===== src/rtl/fetch_pkg.sv =====
// Shared defaults and entry layout for the decoupled RV32I fetch stage.
package fetch_pkg;

  localparam int              PC_W_DEF     = 32;
  localparam int              INST_W_DEF   = 32;
  localparam logic [31:0]     RESET_PC_DEF = 32'h0000_0000;
  localparam int              PC_STEP_DEF  = 4;
  localparam int              QDEPTH_DEF   = 4;

  typedef struct packed {
    logic [PC_W_DEF-1:0]   pc;
    logic [INST_W_DEF-1:0] inst;
    logic                  filled;
  } entry_t;

endpackage


===== src/rtl/fetch_qmem.sv =====
// Fetch queue storage: allocate writes the PC, fill writes the instruction,
// read port is combinational at the index chosen by the controller.
module fetch_qmem #(
  parameter int PC_W   = 32,
  parameter int INST_W = 32,
  parameter int QDEPTH = 4,
  localparam int PTR_W = $clog2(QDEPTH)
) (
  input  logic              clk,
  input  logic              rst,
  input  logic              clear,
  input  logic              alloc_en,
  input  logic [PTR_W-1:0]  alloc_idx,
  input  logic [PC_W-1:0]   alloc_pc,
  input  logic              fill_en,
  input  logic [PTR_W-1:0]  fill_idx,
  input  logic [INST_W-1:0] fill_inst,
  input  logic              free_en,
  input  logic [PTR_W-1:0]  free_idx,
  input  logic [PTR_W-1:0]  rd_idx,
  output logic [PC_W-1:0]   rd_pc,
  output logic [INST_W-1:0] rd_inst,
  output logic              rd_filled
);

  logic [PC_W-1:0]   pc_mem   [QDEPTH];
  logic [INST_W-1:0] inst_mem [QDEPTH];
  logic [QDEPTH-1:0] filled;

  always_ff @(posedge clk) begin
    if (alloc_en) pc_mem[alloc_idx] <= alloc_pc;
    if (fill_en)  inst_mem[fill_idx] <= fill_inst;
  end

  // Allocate and fill never target the same slot: fill only lands on
  // allocated-but-unfilled entries, allocate only on free ones.
  always_ff @(posedge clk) begin
    if (rst || clear) begin
      filled <= '0;
    end else begin
      if (free_en)  filled[free_idx]  <= 1'b0;
      if (alloc_en) filled[alloc_idx] <= 1'b0;
      if (fill_en)  filled[fill_idx]  <= 1'b1;
    end
  end

  assign rd_pc     = pc_mem[rd_idx];
  assign rd_inst   = inst_mem[rd_idx];
  assign rd_filled = filled[rd_idx];

endmodule


===== src/rtl/fetch_queue.sv =====
// Decoupled fetch stage: issues sequential PCs to imem, buffers in-order
// responses and presents them to decode; redirects flush and squash.
module fetch_queue
  import fetch_pkg::*;
#(
  parameter int              PC_W     = PC_W_DEF,
  parameter int              INST_W   = INST_W_DEF,
  parameter logic [PC_W-1:0] RESET_PC = PC_W'(RESET_PC_DEF),
  parameter int              PC_STEP  = PC_STEP_DEF,
  parameter int              QDEPTH   = QDEPTH_DEF,
  localparam int             PTR_W    = $clog2(QDEPTH),
  localparam int             CNT_W    = PTR_W + 1
) (
  input  logic              clk,
  input  logic              rst,
  input  logic              redirect_en,
  input  logic [PC_W-1:0]   redirect_pc,
  output logic              imem_req_valid,
  input  logic              imem_req_ready,
  output logic [PC_W-1:0]   imem_req_addr,
  input  logic              imem_rsp_valid,
  input  logic [INST_W-1:0] imem_rsp_data,
  output logic              id_valid,
  input  logic              id_ready,
  output logic [INST_W-1:0] id_inst,
  output logic [PC_W-1:0]   id_pc,
  output logic [CNT_W-1:0]  q_count
);

  localparam logic [PC_W-1:0]  STEP       = PC_W'(PC_STEP);
  localparam logic [PC_W-1:0]  ALIGN_MASK = ~(PC_W'(PC_STEP - 1));
  localparam logic [CNT_W:0]   DEPTH      = (CNT_W + 1)'(QDEPTH);

  logic [PC_W-1:0]  pc;
  logic [PTR_W-1:0] head, tail, fill;
  logic [CNT_W-1:0] occ, pend, drop_cnt;
  logic [CNT_W:0]   busy;
  logic             issue, rsp_fill, rsp_drop, deq, head_filled;

  // Stale responses still in flight occupy issue credit just like live entries.
  assign busy           = {1'b0, occ} + {1'b0, drop_cnt};
  assign imem_req_valid = !rst && (busy < DEPTH);
  assign imem_req_addr  = pc;
  assign issue          = imem_req_valid && imem_req_ready;
  assign rsp_drop       = imem_rsp_valid && (drop_cnt != '0);
  assign rsp_fill       = imem_rsp_valid && (drop_cnt == '0);
  assign id_valid       = head_filled;
  assign deq            = id_valid && id_ready;
  assign q_count        = occ;

  fetch_qmem #(
    .PC_W   (PC_W),
    .INST_W (INST_W),
    .QDEPTH (QDEPTH)
  ) u_qmem (
    .clk       (clk),
    .rst       (rst),
    .clear     (redirect_en),
    .alloc_en  (issue && !redirect_en),
    .alloc_idx (tail),
    .alloc_pc  (pc),
    .fill_en   (rsp_fill && !redirect_en),
    .fill_idx  (fill),
    .fill_inst (imem_rsp_data),
    .free_en   (deq && !redirect_en),
    .free_idx  (head),
    .rd_idx    (head),
    .rd_pc     (id_pc),
    .rd_inst   (id_inst),
    .rd_filled (head_filled)
  );

  always_ff @(posedge clk) begin
    if (rst) begin
      pc       <= RESET_PC;
      head     <= '0;
      tail     <= '0;
      fill     <= '0;
      occ      <= '0;
      pend     <= '0;
      drop_cnt <= '0;
    end else if (redirect_en) begin
      // Every request still outstanding after this edge becomes stale:
      // old stale ones, unfilled entries and this cycle's issue, minus
      // whichever one responds right now.
      pc       <= redirect_pc & ALIGN_MASK;
      head     <= '0;
      tail     <= '0;
      fill     <= '0;
      occ      <= '0;
      pend     <= '0;
      drop_cnt <= drop_cnt + pend + CNT_W'(issue) - CNT_W'(imem_rsp_valid);
    end else begin
      if (issue) begin
        tail <= tail + PTR_W'(1);
        pc   <= pc + STEP;
      end
      if (rsp_fill) fill <= fill + PTR_W'(1);
      if (deq)      head <= head + PTR_W'(1);
      occ      <= occ + CNT_W'(issue) - CNT_W'(deq);
      pend     <= pend + CNT_W'(issue) - CNT_W'(rsp_fill);
      drop_cnt <= drop_cnt - CNT_W'(rsp_drop);
    end
  end

endmodule


===== config.mk =====
export PLATFORM = sky130hd
export DESIGN_NAME = fetch_queue
export DESIGN_NICKNAME = d
export VERILOG_FILES = /design/src/rtl/fetch_pkg.sv /design/src/rtl/fetch_qmem.sv /design/src/rtl/fetch_queue.sv
export SDC_FILE = /design/constraint.sdc
export NUM_CORES = 1
export LEC_CHECK = 0
export CAP_MARGIN = 20
export CORE_MARGIN = 2
export CORE_UTILIZATION = 63
export CTS_CLUSTER_SIZE = 8
export DETAILED_ROUTE_END_ITERATION = 10
export DONT_BUFFER_PORTS = 1
export PLACE_DENSITY = 0.89
export SKIP_LAST_GASP = 1
export SLEW_MARGIN = 40
export SYNTH_ARGS = -nofsm -noshare
export SYNTH_HDL_FRONTEND = slang
export SYNTH_HIERARCHICAL = 1
export SYNTH_SLANG_ARGS = --single-unit

===== constraint.sdc =====
create_clock -name clk -period 6.6 [get_ports clk]
set_clock_uncertainty 0.15 [all_clocks]
set_input_delay 1.32 -clock clk [delete_from_list [all_inputs] [get_ports clk]]
set_output_delay 1.32 -clock clk [all_outputs]
set_load 0.02 [all_outputs]

==> run summary <==
grt ovf - 0
clk buf depth - 3
Power Internal - 0.00356 W
Final min period - 3.83 ns
Logic pwr share - 6.9%
# fillers - 1050
Post-Route WL - 24700 um
Top delay family on crit path - multiplexers
max_slew headroom - 52.2%
switching pwr - 0.00102 W
Critical Path RT - 5.13 ns
syn_area_per_cell - 18.1 um^2
share of cells above drive strength 1 - 21.9%
clk root buf - clkbuf_16
most frequent cells in the layout - 256 x edfxtp_1, 65 x mux4_2, 47 x dfxtp_1
fin. max-slew vios - 0
sequential area share after synthesis - 71.5%
total global-route track usage - 24.9%
sequential share of power - 49.0%
row count - 50
final setup TNS - 0 ns
Setup crit start kind - flip-flop
number of global-route vias before repair - 6612
hold path startpoint - u_qmem/filled[1]
routability cong. - 0.799
Crit-path slowest cell - mux4_2
detailed-route DRC error count - 0
Mapped Area - 0.0121 mm^2
most common cell after layout, fill and taps aside - edfxtp_1
Ant. Diodes - 0
Crit Path Category - reg2out
Nets - 792
Reg clk slew, reported paths - 0.05 ns
via count - 6229
Core Area - 0.0188 mm^2
initial antenna violation count - 0
initial core utilization - 64.6%
Clk Latency, worst-skew pair - 0.53 ns
Register Area - 0.00868 mm^2
first-pass GRT wire length - 37900 um
CP endpoint kind - output port
Cell variety after synth - 48
DP Wirelength - 15300 um
1st-pass router iterations - 5
FF-to-FF Start - head[0]
initial DRC count - 434
RSZ-0062 raised after global routing - no
FMAX - 261 MHz
period utilization - 58.0%
CP startpoint - head[0]
status - finished clean
slew of the pin with the lowest slew margin - 0.716 ns
multi-input logic area - 0.00321 mm^2
max-cap viol count - 0
Crit Path Max Fanout - 25
Clock Sinks - 305
Vias/cell - 6.49
hold_buf cts - 0
crit-path max cell delay - 0.68 ns
P_leak - 4.40 nW
CTS buffer count - 44
setup bufs post-CTS - 0
Final Cell Area - 0.0138 mm^2
synthesized instance count - 669
htree depth - 2
Die X - 143 um
Synth Register Bits - 305
WP data arrival - 2.36 ns
worst-path cell chain - buf_4, mux4_2
Ports - 171
largest net degree at the start of global routing - 55
# resized after CTS - 0
crit path buf inv count - 1
Die ar. - 0.0204 mm^2
switching portion of total power - 22.3%
Die Ht - 143 um
Final Power - 0.00458 W
PwrDens - 331 mW/mm^2
wire per inst - 25.7 um
YS warnings - 6
# setup viols final - 0
Area after DPL - 0.0126 mm^2
ANT nets after route - 0
worst hold path type - reg2reg
Clk pwr share - 44.0%
Area Growth Syn to Fin - 13.9%
CTS tree - yes
Final Hold Vio Count - 0
VDD IR max - 0.000254 V
IO Port Bufs - 0
cell usage after synthesis, drive strengths merged:
cell type    n  area (um^2)
mux4        65         1460
and3         6         37.5
o311ai       1         8.76
nand2b       1         6.26
nand4        7         50.1
mux2i        1         10.0
o21a         2         15.0
a311oi       7         61.3
nand3b       1         7.51
nor3b        1         7.51
conb         1         3.75
nor4b        1         15.0
edfxtp     256         7690
inv         21         78.8
or3          6         37.5
a21oi        9         45.0
nor3        14          115
clkbuf      11         41.3
and2         5         31.3
o211ai       1         7.51
nor2b        1         6.26
o21ai        8         40.0
or2          1         6.26
nand3       16         90.1
nor4         4         58.8
a211oi      16          120
nand2       28          105
xnor2       26          228
fa           4         80.1
o21bai       1         7.51
buf         22          209
o22ai        4         25.0
dfxtp       49          981
and4         5         43.8
nor2        47          176
ha          11          138
and3b        1         8.76
xor2         8         70.1
area by class of cell:
cell class / count / share of cell area (%)
Sequential cell: 305 / 62.8
Multi-Input combinational cell: 319 / 23.3
Clock buffer: 62 / 8.77
Timing Repair Buffer: 16 / 2.14
Tap cell: 234 / 2.12
Inverter: 21 / 0.580
Clock inverter: 3 / 0.317
registers in the layout (all words and copies together), names as in the netlist:
signal           count
u_qmem/inst_mem    128
u_qmem/pc_mem      128
imem_req_addr       30
u_qmem/filled        4
drop_cnt             3
pend                 3
q_count              3
fill                 2
head                 2
tail                 2
worst paths after layout:
| kind | endpoint | slack [ns] | cells after the start |
|---|---|---|---|
| max | id_inst[1] | 2.77 | 2 |
| min | u_qmem/filled[1] | 0.36 | 2 |
| max reg2reg | q_count[2] | 3.28 | 11 |
| min reg2reg | u_qmem/filled[1] | 0.36 | 2 |
stage by stage:
stage / hold slack [ns] / instances / setup slack (ns) / utilization, %
3_3_place_gp: 0.311 / 882 / 2.75 / 65.4
5_1_grt: 0.357 / 960 / 2.60 / 73.6
6_report: 0.358 / 960 / 2.77 / 73.6
4_1_cts: 0.346 / 960 / 2.70 / 73.6
2_1_floorplan: 0.305 / 678 / 1.16 / -
3_5_place_dp: 0.341 / 895 / 2.82 / 66.9
worst reg2reg max path, delay by kind of cell, from the launching register on:
family                     cells  cell delay (ns)
DFF                            1             0.60
muxes                          1             0.64
and+or+nand+nor                2             0.23
buffers and inverters          3             0.43
adders and majority gates      3             0.85
xor gates and xnor gates       2             0.30
power groups by stage:
stage	Combinational (W)	Sequential (W)	Clock, W
floorplan	0.000249	0.00226	0
global placement	0.000282	0.00227	0
detailed placement	0.000314	0.00228	0
CTS	0.000318	0.00224	0.00205
global route	0.000346	0.00225	0.00213
finish	0.000317	0.00225	0.00202
metal layers:
metal	wire length (um)	vias up	share of wire [%]	global-route usage, %
met3	2520	54	10	7.68
met1	9100	3117	37	31.5
met2	12500	359	51	41.8
met4	548	0	2.2	8.13
met5	0	-	0	0
li1	-	2699	-	-
cell families (layout without fill, tap and decap cells):
logic type	count (synthesis)	count (layout)	synth area share, %
DFF	305	305	71.5
and+or+nand+nor	145	145	6.63
adders and majority gates	15	15	1.80
muxes	66	66	12.2
buffers and inverters	54	102	2.71
xor gates and xnor gates	34	34	2.46
AOI/OAI and AO/OA	49	49	2.72
other	1	10	0.0309
Power figures use the tool's default switching activity.
